**src/rtl/inst_sram_resp.sv**
```systemverilog
// Instruction-SRAM responder: single-line fetch buffer returning 64-bit beats
// one cycle after a hit, refilled from a variable-latency memory port on a miss.
module inst_sram_resp #(
   parameter int LINE_BEATS = 4,
   parameter int ADDR_WD    = 32
) (
   input  logic               clk,
   input  logic               rst,
   input  logic               inst_sram_en,
   input  logic [ADDR_WD-1:0] inst_sram_addr,
   output logic [63:0]        inst_sram_rdata,
   output logic               stall_req,
   input  logic               inval,
   output logic               mem_req,
   output logic [ADDR_WD-1:0] mem_addr,
   input  logic               mem_ready,
   input  logic               mem_rvalid,
   input  logic [63:0]        mem_rdata,
   input  logic               mem_rlast
);

   localparam int BEAT_W = $clog2(LINE_BEATS);
   localparam int OFF_W  = BEAT_W + 3;
   localparam int TAG_W  = ADDR_WD - OFF_W;
   localparam logic [BEAT_W-1:0] LAST_BEAT = BEAT_W'(LINE_BEATS - 1);

   typedef enum logic [1:0] {
      S_IDLE = 2'd0,
      S_REQ  = 2'd1,
      S_FILL = 2'd2
   } state_e;

   state_e             state_q, state_d;
   logic [63:0]        line_buf_q [LINE_BEATS];
   logic [63:0]        line_buf_d [LINE_BEATS];
   logic [TAG_W-1:0]   tag_q, tag_d;
   logic               line_valid_q, line_valid_d;
   logic [BEAT_W-1:0]  beat_cnt_q, beat_cnt_d;
   logic               drop_q, drop_d;
   logic [63:0]        rdata_q, rdata_d;
   logic               mem_req_q, mem_req_d;
   logic [ADDR_WD-1:0] mem_addr_q, mem_addr_d;

   logic [TAG_W-1:0]   addr_tag_s;
   logic [BEAT_W-1:0]  addr_beat_s;
   logic               hit_s;
   logic               stall_s;
   logic               unused_s;

   assign addr_tag_s  = inst_sram_addr[ADDR_WD-1:OFF_W];
   assign addr_beat_s = inst_sram_addr[OFF_W-1:3];
   assign hit_s       = line_valid_q & (addr_tag_s == tag_q) & ~inval;
   // rlast is informational only; the beat counter decides when the line is complete
   assign unused_s    = ^{mem_rlast, inst_sram_addr[2:0]};

   // Next-state, buffer refill and response selection
   always_comb begin
      state_d      = state_q;
      line_buf_d   = line_buf_q;
      tag_d        = tag_q;
      line_valid_d = line_valid_q;
      beat_cnt_d   = beat_cnt_q;
      drop_d       = drop_q;
      rdata_d      = rdata_q;
      mem_addr_d   = mem_addr_q;
      stall_s      = 1'b0;
      case (state_q)
         S_IDLE: begin
            if (inval) begin
               line_valid_d = 1'b0;
            end else begin
               line_valid_d = line_valid_q;
            end
            if (inst_sram_en && hit_s) begin
               rdata_d = line_buf_q[addr_beat_s];
            end else if (inst_sram_en) begin
               stall_s      = 1'b1;
               mem_addr_d   = {addr_tag_s, {OFF_W{1'b0}}};
               line_valid_d = 1'b0;
               state_d      = S_REQ;
            end else begin
               rdata_d = rdata_q;
            end
         end
         S_REQ: begin
            stall_s = 1'b1;
            drop_d  = drop_q | inval;
            if (mem_ready) begin
               beat_cnt_d = '0;
               state_d    = S_FILL;
            end else begin
               state_d = S_REQ;
            end
         end
         S_FILL: begin
            stall_s = 1'b1;
            drop_d  = drop_q | inval;
            if (mem_rvalid) begin
               line_buf_d[beat_cnt_q] = mem_rdata;
               if (beat_cnt_q == LAST_BEAT) begin
                  // An inval landing on the final beat must also suppress the line
                  tag_d        = mem_addr_q[ADDR_WD-1:OFF_W];
                  line_valid_d = ~(drop_q | inval);
                  drop_d       = 1'b0;
                  beat_cnt_d   = '0;
                  state_d      = S_IDLE;
               end else begin
                  beat_cnt_d = beat_cnt_q + BEAT_W'(1);
               end
            end else begin
               beat_cnt_d = beat_cnt_q;
            end
         end
         default: begin
            state_d = S_IDLE;
         end
      endcase
      mem_req_d = (state_d == S_REQ);
   end

   // Control and output registers with synchronous reset
   always_ff @(posedge clk) begin
      if (rst) begin
         state_q      <= S_IDLE;
         tag_q        <= '0;
         line_valid_q <= 1'b0;
         beat_cnt_q   <= '0;
         drop_q       <= 1'b0;
         rdata_q      <= 64'd0;
         mem_req_q    <= 1'b0;
         mem_addr_q   <= '0;
      end else begin
         state_q      <= state_d;
         tag_q        <= tag_d;
         line_valid_q <= line_valid_d;
         beat_cnt_q   <= beat_cnt_d;
         drop_q       <= drop_d;
         rdata_q      <= rdata_d;
         mem_req_q    <= mem_req_d;
         mem_addr_q   <= mem_addr_d;
      end
   end

   // Line data storage; contents are meaningless while line_valid is low
   always_ff @(posedge clk) begin
      line_buf_q <= line_buf_d;
   end

   assign inst_sram_rdata = rdata_q;
   assign stall_req       = stall_s;
   assign mem_req         = mem_req_q;
   assign mem_addr        = mem_addr_q;

endmodule

```
**config.mk**
```make
export PLATFORM = sky130hd
export DESIGN_NAME = inst_sram_resp
export DESIGN_NICKNAME = d
export VERILOG_FILES = /design/src/rtl/inst_sram_resp.sv
export SDC_FILE = /design/constraint.sdc
export NUM_CORES = 1
export LEC_CHECK = 0
export CAP_MARGIN = 10
export CORE_UTILIZATION = 51
export CTS_BUF_LIST = sky130_fd_sc_hd__clkbuf_8
export CTS_CLUSTER_DIAMETER = 150
export DETAILED_ROUTE_END_ITERATION = 6
export GPL_ROUTABILITY_DRIVEN = 1
export GPL_TIMING_DRIVEN = 0
export PLACE_DENSITY = 0.78
export SLEW_MARGIN = 25
export SYNTH_ARGS = -nofsm -noshare
export SYNTH_HDL_FRONTEND = slang
export SYNTH_SLANG_ARGS = --single-unit
```
**constraint.sdc**
```tcl
create_clock -name clk -period 3.4 [get_ports clk]
set_clock_uncertainty 0.15 [all_clocks]
set_input_delay 0.68 -clock clk [delete_from_list [all_inputs] [get_ports clk]]
set_output_delay 0.68 -clock clk [all_outputs]
set_load 0.02 [all_outputs]
```
=== Yosys cells after proc, flatten, opt, wreduce, memory -nomap -nowiden ===
Index checks and enable logic that the tools add are counted.

* Mux-type cells: 28
* Bitwise gates (word level): 8
* Reduce and logical (&&, ||, !) cells: 12
* $lt $le $gt $ge: 3
* Equality and inequality tests: 8
* Add/sub/neg operators: 1

{| class="wikitable"
|+ Operators with widths
! operator !! count
|-
| 256-bit bitwise mux || 1
|-
| 64-bit two-way mux || 3
|-
| 64-bit binary-select mux with 2-bit select || 1
|-
| 64-bit demux with 2-bit select || 1
|-
| 27-bit equality test || 1
|-
| 2-bit two-way mux || 8
|-
| 3-bit AND reduction || 4
|-
| 1-bit two-way mux || 9
|-
| 3-bit >= comparator (second input constant) || 2
|-
| 2-bit inequality test (second input constant) || 3
|-
| 2-bit NOT with 3-bit output || 2
|-
| 1-bit one-hot mux with 2 select lines || 3
|-
| 2-bit one-hot mux with 3 select lines || 1
|-
| 2-bit by 1-bit equality test with 1-bit output (second input constant) || 2
|-
| 2-bit equality test (second input constant) || 2
|-
| 2-bit one-hot mux with 2 select lines || 1
|-
| 2-bit AND reduction || 2
|-
| 2-bit nonzero test || 2
|-
| 3-bit by 1-bit < comparator with 1-bit output (second input constant) || 1
|-
| 1-bit NOT || 3
|-
| 2-bit by 1-bit adder with 2-bit output (second input constant) || 1
|-
| 1-bit AND || 2
|-
| 1-bit logical AND || 2
|-
| 2-bit zero test || 1
|-
| 2 further kinds || 2
|}

* Word-level logic and storage cells: 72
* Flip-flop bits (word level): 381
* Input bits: 103
* Output and inout bits: 98

=== Longest topological paths before layout ===
Gate-level depths: netlist of run 1.

* Word-level depth: 7
* Depth in mapped cells: 9
* Depth with buffers taken out: 8

=== Worst setup path before layout of run 1 ===
OpenSTA, ideal clock, no wires.

* Path kind: register to register
* Start point: register state_q[1]
* End point: register line_buf_q[0] (netlist name) (enable)
* Period minus slack after synthesis: 3.489 ns
* Setup time: 0.454 ns
* Path buffers: 2
* Cell stages (with the launch flop): 6
* Data arrival time: 2.885 ns
* Setup slack: -0.089 ns
* Data required time: 2.796 ns
* Cells stage by stage: dfxtp_1 > ha_1 > clkbuf_1 > nand3_1 > inv_1 > clkbuf_1

* Word-level cells in the longest chain between the ends: 2

{| class="wikitable"
|+ Ends and longest elaborated chain
! item !! line !! source
|-
| start, declared || 33 || <nowiki>state_e state_q, state_d;</nowiki>
|-
| start signal, assigned || 133 || <nowiki>state_q <= state_d;</nowiki>
|-
| 2-bit equality test || 67 || <nowiki>case (state_q)</nowiki>
|-
| 2-bit AND reduction (no source line) || -- ||
|-
| end signal, assigned || 146 || <nowiki>line_buf_q <= line_buf_d;</nowiki>
|-
| end, declared || 34 || <nowiki>logic [63:0] line_buf_q [LINE_BEATS];</nowiki>
|}

Every way passes these cells.
A chain may end at the register's enable or synchronous reset.

=== Worst setup path in the final report of run 1 ===
* Start point: input port inst_sram_addr[11]
* End point: output port stall_req

* Word-level cells in the longest chain between the ends: 6

{| class="wikitable"
|+ Ends and longest elaborated chain
! item !! line !! source
|-
| start, declared || 10 || <nowiki>input logic [ADDR_WD-1:0] inst_sram_addr,</nowiki>
|-
| 27-bit equality test || 52 || <nowiki>assign hit_s = line_valid_q & (addr_tag_s == tag_q) & ~inval;</nowiki>
|-
| 1-bit AND (2 in series) || 52 ||
|-
| 1-bit logical AND || 74 || <nowiki>if (inst_sram_en && hit_s) begin</nowiki>
|-
| 1-bit two-way mux || 74 ||
|-
| 1-bit one-hot mux with 2 select lines || 67 ||
|-
| end, declared || 12 || <nowiki>output logic stall_req,</nowiki>
|}

Every way passes these cells.

==> impl_metrics.json, run 1 <==
{
  "status": "finished clean",
  "post_cts_hold_buffers": 0,
  "cellPowerDensity_nw_per_um2": 513,
  "fin_crit_sh_pct": 96.6,
  "core_region_area_um2": 28700,
  "endpoint_class_of_the_critical_path": "output port",
  "io_pins": 201,
  "synth_enable_flop_cells": 256,
  "irDropWorstVdd_mv": 0.404,
  "timing_max_transition_violations_final": 0,
  "min_from": "inst_sram_rdata[29]",
  "clock_latency_ns": 0.59,
  "final.min_clock_period_ns": 3.28,
  "timing.setup.critical_path_class": "in -> out",
  "cp_top_family": "buffers and inverters",
  "ys_seq_area_share_pct": 68.5,
  "tightestPinTransition_ns": 0.972,
  "critical_path.startpoint_type": "input port",
  "max_clock_freq_mhz": 305,
  "grt_first_pass_wirelength_um": 52700,
  "worst_ep_required_time_ns": 2.57,
  "via_count": 9478,
  "yosys-top-cells-count": "sky130_fd_sc_hd__edfxtp_1, sky130_fd_sc_hd__nand2_1, sky130_fd_sc_hd__dfxtp_1",
  "floorplan.initialDensity_pct": 51.8,
  "regToRegSetupSlack_ns": 0.64,
  "globalplace.congestion": 0.880,
  "synth_top_area_share_pct": 51.7,
  "postSynthRegisterBits": 381,
  "cts_sinks": 381,
  "synth.distinct_cells": 39,
  "die_height_um": 173,
  "via_per_inst": 5.62,
  "synth_most_common_cell": "sky130_fd_sc_hd__edfxtp_1",
  "worst_path_largest_cell_delay_ns": 0.49,
  "post_route_antenna_net_violation_count": 0,
  "min_delay_path_depth": 1,
  "grt_pass1_vias": 9627,
  "area.growth.synth_to_final_pct": 26.4,
  "post_synth_instance_area_um2": 14900,
  "numPortBuffers": 188,
  "hold_path.class": "reg -> reg",
  "syn-mean-instance-area_um2": 15.1,
  "synth_area_leader_cell": "sky130_fd_sc_hd__edfxtp_1",
  "setup_viol_count_final": 0,
  "dr.first_iter.drc_count": 773,
  "number_of_antenna_violations_at_the_first_check_in_global_routing": 3,
  "ys_top_cells_by_area": "sky130_fd_sc_hd__edfxtp_1, sky130_fd_sc_hd__dfxtp_1, sky130_fd_sc_hd__mux4_2, sky130_fd_sc_hd__nand2_1, sky130_fd_sc_hd__a31o_1",
  "timing.final.hold_violations": 0,
  "design.die.area_um2": 29800,
  "grt_overflow": 0,
  "post-place-ws_ns": -0.652,
  "clock_transition_at_the_register_clock_pins_on_the_worst_setup_and_hold_paths_after_cts_ns": 0.05,
  "ys.flop_type": "sky130_fd_sc_hd__edfxtp_1",
  "routed_wl_um": 34000,
  "slew_headroom_pct": 35.2,
  "cts_buffer_depth": 3,
  "cts_root_buf": "sky130_fd_sc_hd__clkbuf_8",
  "fp-row-count": 62,
  "slowest_stage": "sky130_fd_sc_hd__clkdlybuf4s50_1",
  "tritoncts": "done",
  "timing.critical_path.cells": "clkdlybuf4s50_1 > xnor2_2 > and4_4 > nand4_1 > buf_6 > o21ai_4 > a21oi_1 > buf_2",
  "path_max_fanout": 3,
  "p_leak_nw": 6.38,
  "htree_levels": 2,
  "synthArstFlopShare_pct": 0,
  "timing.critical_path.arrival_ns": 2.45,
  "wl_per_cell_um": 20.2,
  "unrepaired_setup_endpoints_after_global_routing": "no",
  "post_synth_inst_count": 986,
  "remaining_drc_errors": 0,
  "horizontal_die_dimension_um": 173,
  "min_to": "inst_sram_rdata[29]",
  "dp_hpwl_um": 21700,
  "setup-tns-final_ns": 0,
  "numCtsBuffers": 60,
  "layout.nets": 1362,
  "worstReg2RegEnd": "inst_sram_rdata[6]",
  "grt_max_degree": 74,
  "gr-usage-all-layers_pct": 22.7,
  "synth_warnings": 0,
  "drt_pass1_iterations": 5,
  "drive_above_1_share_pct": 17.8,
  "reg2reg_from": "state_q[1]",
  "cp.buffers_inverters": 3,
  "maxCapViolCount": 0,
  "postLayoutSetupSlackWorst_ns": 0.116,
  "worst_r2r_path_depth": 7
}
-- placed cells by master (no fill, tap or decap), types with 9 or more instances in the layout --
| cell type | n |
|---|---|
| sky130_fd_sc_hd__xnor2_2 | 15 |
| sky130_fd_sc_hd__a21oi_1 | 30 |
| sky130_fd_sc_hd__nand2_1 | 174 |
| sky130_fd_sc_hd__edfxtp_1 | 256 |
| sky130_fd_sc_hd__buf_6 | 9 |
| sky130_fd_sc_hd__clkbuf_1 | 33 |
| sky130_fd_sc_hd__nand4_1 | 9 |
| sky130_fd_sc_hd__buf_2 | 19 |
| sky130_fd_sc_hd__a31o_1 | 60 |
| sky130_fd_sc_hd__buf_4 | 19 |
| sky130_fd_sc_hd__inv_1 | 31 |
| sky130_fd_sc_hd__dfxtp_1 | 125 |
| sky130_fd_sc_hd__clkdlybuf4s50_1 | 184 |
| sky130_fd_sc_hd__nor4_1 | 65 |
| sky130_fd_sc_hd__mux4_2 | 64 |
| sky130_fd_sc_hd__xnor2_1 | 12 |
| sky130_fd_sc_hd__clkbuf_8 | 74 |
| sky130_fd_sc_hd__mux2i_1 | 29 |
-- worst reg2reg max path, stage by stage (launching register included) --
cell	delay, ns
sky130_fd_sc_hd__dfxtp_1	0.44
sky130_fd_sc_hd__inv_1	0.10
sky130_fd_sc_hd__ha_1	0.27
sky130_fd_sc_hd__nand2_1	0.14
sky130_fd_sc_hd__clkbuf_1	0.73
sky130_fd_sc_hd__clkbuf_1	0.47
sky130_fd_sc_hd__nor4_1	0.14
sky130_fd_sc_hd__a31o_1	0.22
-- repair_timing --
action                                  4_1_cts  5_1_grt
setup buffers                                 4        4
endpoints found under the setup margin        1        1
pin swaps                                     5        8
gates resized for setup                      21       11
-- cell type report --
class	count	area (µm²)
multi-input cells	520	4380
repair buffers	199	2010
plain buffers	80	453
diodes	1	2.50
inverters	9	33.8
well taps	384	480
flip-flops and latches	381	10200
clock buffers	73	1000
fillers	2067	9910
clock inverters	39	243
-- registers in the layout (all words and copies together) (netlist names) --
signal           count
beat_cnt_q           2
drop_q               1
inst_sram_rdata     64
line_buf_q         256
line_valid_q         1
mem_addr            27
mem_req              1
state_q              2
tag_q               27
-- where the power goes --
group / total (mW) / switching (mW) / internal (mW)
registers: 5.03 / 0.0338 / 4.99
clock network: 3.90 / 1.73 / 2.17
logic: 0.712 / 0.377 / 0.335
total: 9.64 / 2.14 / 7.50
-- worst max-delay path by stage --
stage | from | end | cells after the start
6_report | inst_sram_addr[11] | stall_req | 8
4_1_cts | inst_sram_addr[5] | stall_req | 8
3_3_place_gp | mem_rvalid | line_buf_q[191] | 2
3_5_place_dp | inst_sram_addr[8] | stall_req | 8
5_1_grt | inst_sram_addr[30] | stall_req | 8
2_1_floorplan | state_q[1] | line_buf_q[128] | 3
-- metal layers --
layer  track usage (%)  part of all wire [%]  up-vias
met1              30.0                    43     4732
li1                  -                     -     4331
met5                 0                 0.038        -
met3              5.12                   6.8       53
met2              37.7                    49      360
met4              6.86                   1.7        2
-- cell families (layout without fill, tap and decap cells) --
family / Yosys count / count (layout) / share of synthesized area [%]
DFF: 381 / 381 / 68.5
and+or+nand+nor: 279 / 279 / 8.90
AOI/OAI and AO/OA: 108 / 108 / 5.49
muxes: 93 / 93 / 11.6
buffers and inverters: 89 / 400 / 3.13
xor gates and xnor gates: 27 / 27 / 1.59
adders and majority gates: 8 / 8 / 0.673
other: 1 / 6 / 0.0252
-- metrics by stage --
step           area [µm²]  instances  hold slack (ns)  power, mW  util (%)
2_1_floorplan       14900        990            0.299       5.49         -
3_3_place_gp        17200       1562            0.304       5.80      60.1
3_5_place_dp        17300       1565            0.309       5.82      60.4
4_1_cts             18700       1681            0.317       9.70      65.2
5_1_grt             18800       1685            0.302       9.96      65.5
6_report            18800       1686            0.322       9.64      65.5
Power figures use the tool's default switching activity.
==> run 2: changes to the inputs <==
HOLD_SLACK_MARGIN = 0.06   (was unset)
==> results of run 2 <==
No change in the layout: final DEF, timing and power equal those of run 1.
==> run 3: changes to the inputs <==
SETUP_SLACK_MARGIN = 0.15   (was unset)
==> impl_metrics.json, run 3 (synthesis results as in run 1) <==
{
  "status": "finished clean",
  "fin_crit_sh_pct": 94.5,
  "grt_max_degree": 74,
  "setup-tns-final_ns": 0,
  "routedLengthMet1_um": 14500,
  "tritoncts": "done",
  "dpl.cell_count": 1565,
  "mostFrequentLayoutCell": "sky130_fd_sc_hd__edfxtp_1",
  "worstReg2RegEnd": "inst_sram_rdata[6]",
  "reg2reg_from": "state_q[1]",
  "slowest_stage": "sky130_fd_sc_hd__clkdlybuf4s50_1",
  "clock_power_share_pct": 40.5,
  "io_pins": 201,
  "regToRegSetupSlack_ns": 0.65,
  "core_region_area_um2": 28700,
  "path_max_fanout": 10,
  "drive_above_1_share_pct": 18.7,
  "met3_length_um": 2320,
  "layout.nets": 1365,
  "gr-usage-all-layers_pct": 22.7,
  "hold_slack_ns": 0.282,
  "floorplan.initialDensity_pct": 51.8,
  "setup_viol_count_final": 0,
  "die_height_um": 173,
  "cellInternalPower_mw": 7.50,
  "via_count": 9493,
  "timing.setup.critical_path_class": "in -> out",
  "htree_levels": 2,
  "tightestPinTransition_ns": 0.962,
  "largest_register_ffs": 256,
  "registers.top_by_ff_count": "line_buf_q",
  "area.growth.synth_to_final_pct": 27.2,
  "min_from": "inst_sram_addr[23]",
  "worst_r2r_path_depth": 7,
  "routed_wl_um": 34200,
  "dr.first_iter.drc_count": 800,
  "endpoint_class_of_the_critical_path": "output port",
  "final.min_clock_period_ns": 3.21,
  "mostFrequentLayoutCells": "sky130_fd_sc_hd__edfxtp_1, sky130_fd_sc_hd__nand2_1, sky130_fd_sc_hd__clkdlybuf4s50_1",
  "grt_overflow": 0,
  "fp-row-count": 62,
  "p_leak_nw": 6.58,
  "grt_pass1_vias": 9625,
  "max_clock_freq_mhz": 311,
  "dr.max_layer_used": "met5",
  "unrepaired_setup_endpoints_after_global_routing": "no",
  "finalPower_mw": 9.65,
  "drt_pass1_iterations": 5,
  "cts_sinks": 381,
  "critical_path.startpoint_type": "input port",
  "timing.critical_path.cells": "clkdlybuf4s50_1 > xnor2_1 > and4_1 > nand3_2 > buf_8 > o21ai_4 > a21oi_1 > buf_2",
  "maxCapViolCount": 0,
  "worst_path_largest_cell_delay_ns": 0.55,
  "design.die.area_um2": 29800,
  "min_delay_path_depth": 3,
  "horizontal_die_dimension_um": 173,
  "seq_area_um2": 10200,
  "final_cells": 1689,
  "timing.final.hold_violations": 0,
  "dp_hpwl_um": 21700,
  "hold_path.class": "in -> reg",
  "worst_ep_required_time_ns": 2.57,
  "power_frac_comb_pct": 7.4,
  "clock_latency_ns": 0.59,
  "cts_buffer_depth": 3,
  "number_of_antenna_violations_at_the_first_check_in_global_routing": 3,
  "timing_max_transition_violations_final": 0,
  "irDropWorstVdd_mv": 0.404,
  "remaining_drc_errors": 0,
  "switching_share_pct": 22.3,
  "min_to": "mem_addr[23]",
  "numPortBuffers": 188,
  "post_route_antenna_net_violation_count": 0,
  "numCtsBuffers": 60,
  "via_per_inst": 5.62,
  "wl_per_cell_um": 20.2,
  "post-route-util_pct": 65.9,
  "switching_power_of_the_nets_mw": 2.15,
  "globalplace.congestion": 0.880,
  "post_cts_hold_buffers": 0,
  "grt_first_pass_wirelength_um": 52700,
  "seqPwrFrac_pct": 52.1,
  "multi_input_comb_area_um2": 4440,
  "fill_cells": 2042,
  "cellPowerDensity_nw_per_um2": 510,
  "met2RoutedLength_um": 16800,
  "timing.critical_path.arrival_ns": 2.38,
  "slew_headroom_pct": 35.8,
  "cts_root_buf": "sky130_fd_sc_hd__clkbuf_8",
  "clock_transition_at_the_register_clock_pins_on_the_worst_setup_and_hold_paths_after_cts_ns": 0.06
}
==> run 3: changes by cell type in the layout (fill, tap and decap cells not counted), sizes merged <==
cell | before | now
buf | 58 | 61
clkdlybuf4s50 | 184 | 167
dlygate4sd2 | 2 | 4
dlymetal6s2s | 1 | 16
==> run 3: metal layers <==
metal / vias up / global-route usage [%]
met5: - / 0
met1: 4747 / 30.0
li1: 4338 / -
met4: 2 / 6.93
met3: 51 / 5.12
met2: 355 / 37.7
==> run 3: how the worst max path moves through the flow <==
| stage | cells after the start | slack [ns] | from | end |
|---|---|---|---|---|
| 2_1_floorplan | 3 | 0.47 | state_q[1] | line_buf_q[128] |
| 3_3_place_gp | 2 | -1.21 | mem_rvalid | line_buf_q[191] |
| 3_5_place_dp | 8 | -0.65 | inst_sram_addr[8] | stall_req |
| 4_1_cts | 8 | 0.16 | inst_sram_addr[8] | stall_req |
| 5_1_grt | 8 | 0.10 | inst_sram_addr[17] | stall_req |
| 6_report | 8 | 0.19 | inst_sram_addr[17] | stall_req |
==> run 3: area by class of cell <==
class                      instances  area share [%]
clock inverter                    39            1.28
buffer                            80            2.39
timing repair buffer             202            10.9
antenna                            1          0.0132
tap                              384            2.54
inverter                           9           0.179
sequential                       381            53.9
multi-input combinational        520            23.5
clock buffer                      73            5.31
==> run 3: per-stage QoR <==
step | instance area (µm²) | worst slack, ns
floorplan | 14900 | 0.474
detailed placement | 17300 | -0.652
global route | 18900 | 0.101
CTS | 18700 | 0.160
finish | 18900 | 0.186
global placement | 17200 | -1.21
==> run 3: critical path: cells and delay by family <==
family | cells | cell delay (ns)
buffers and inverters | 3 | 0.90
and+or+nand+nor | 2 | 0.41
xor gates and xnor gates | 1 | 0.16
AOI/OAI and AO/OA | 2 | 0.24
==> run 3: power groups by stage <==
stage          combinational (mW)  clock (mW)  sequential, mW
6_report                    0.717        3.90            5.03
5_1_grt                     0.767        4.17            5.03
4_1_cts                     0.706        3.97            5.03
3_5_place_dp                0.697           0            5.12
3_3_place_gp                0.681           0            5.12
2_1_floorplan               0.340           0            5.15
==> run 3: repair_timing <==
action                                  CTS  global route
endpoints found under the hold margin     0             0
resized for setup                        26            32
endpoints found under the setup margin    1             1
pin swaps                                 5            13
buffers inserted                          4             7
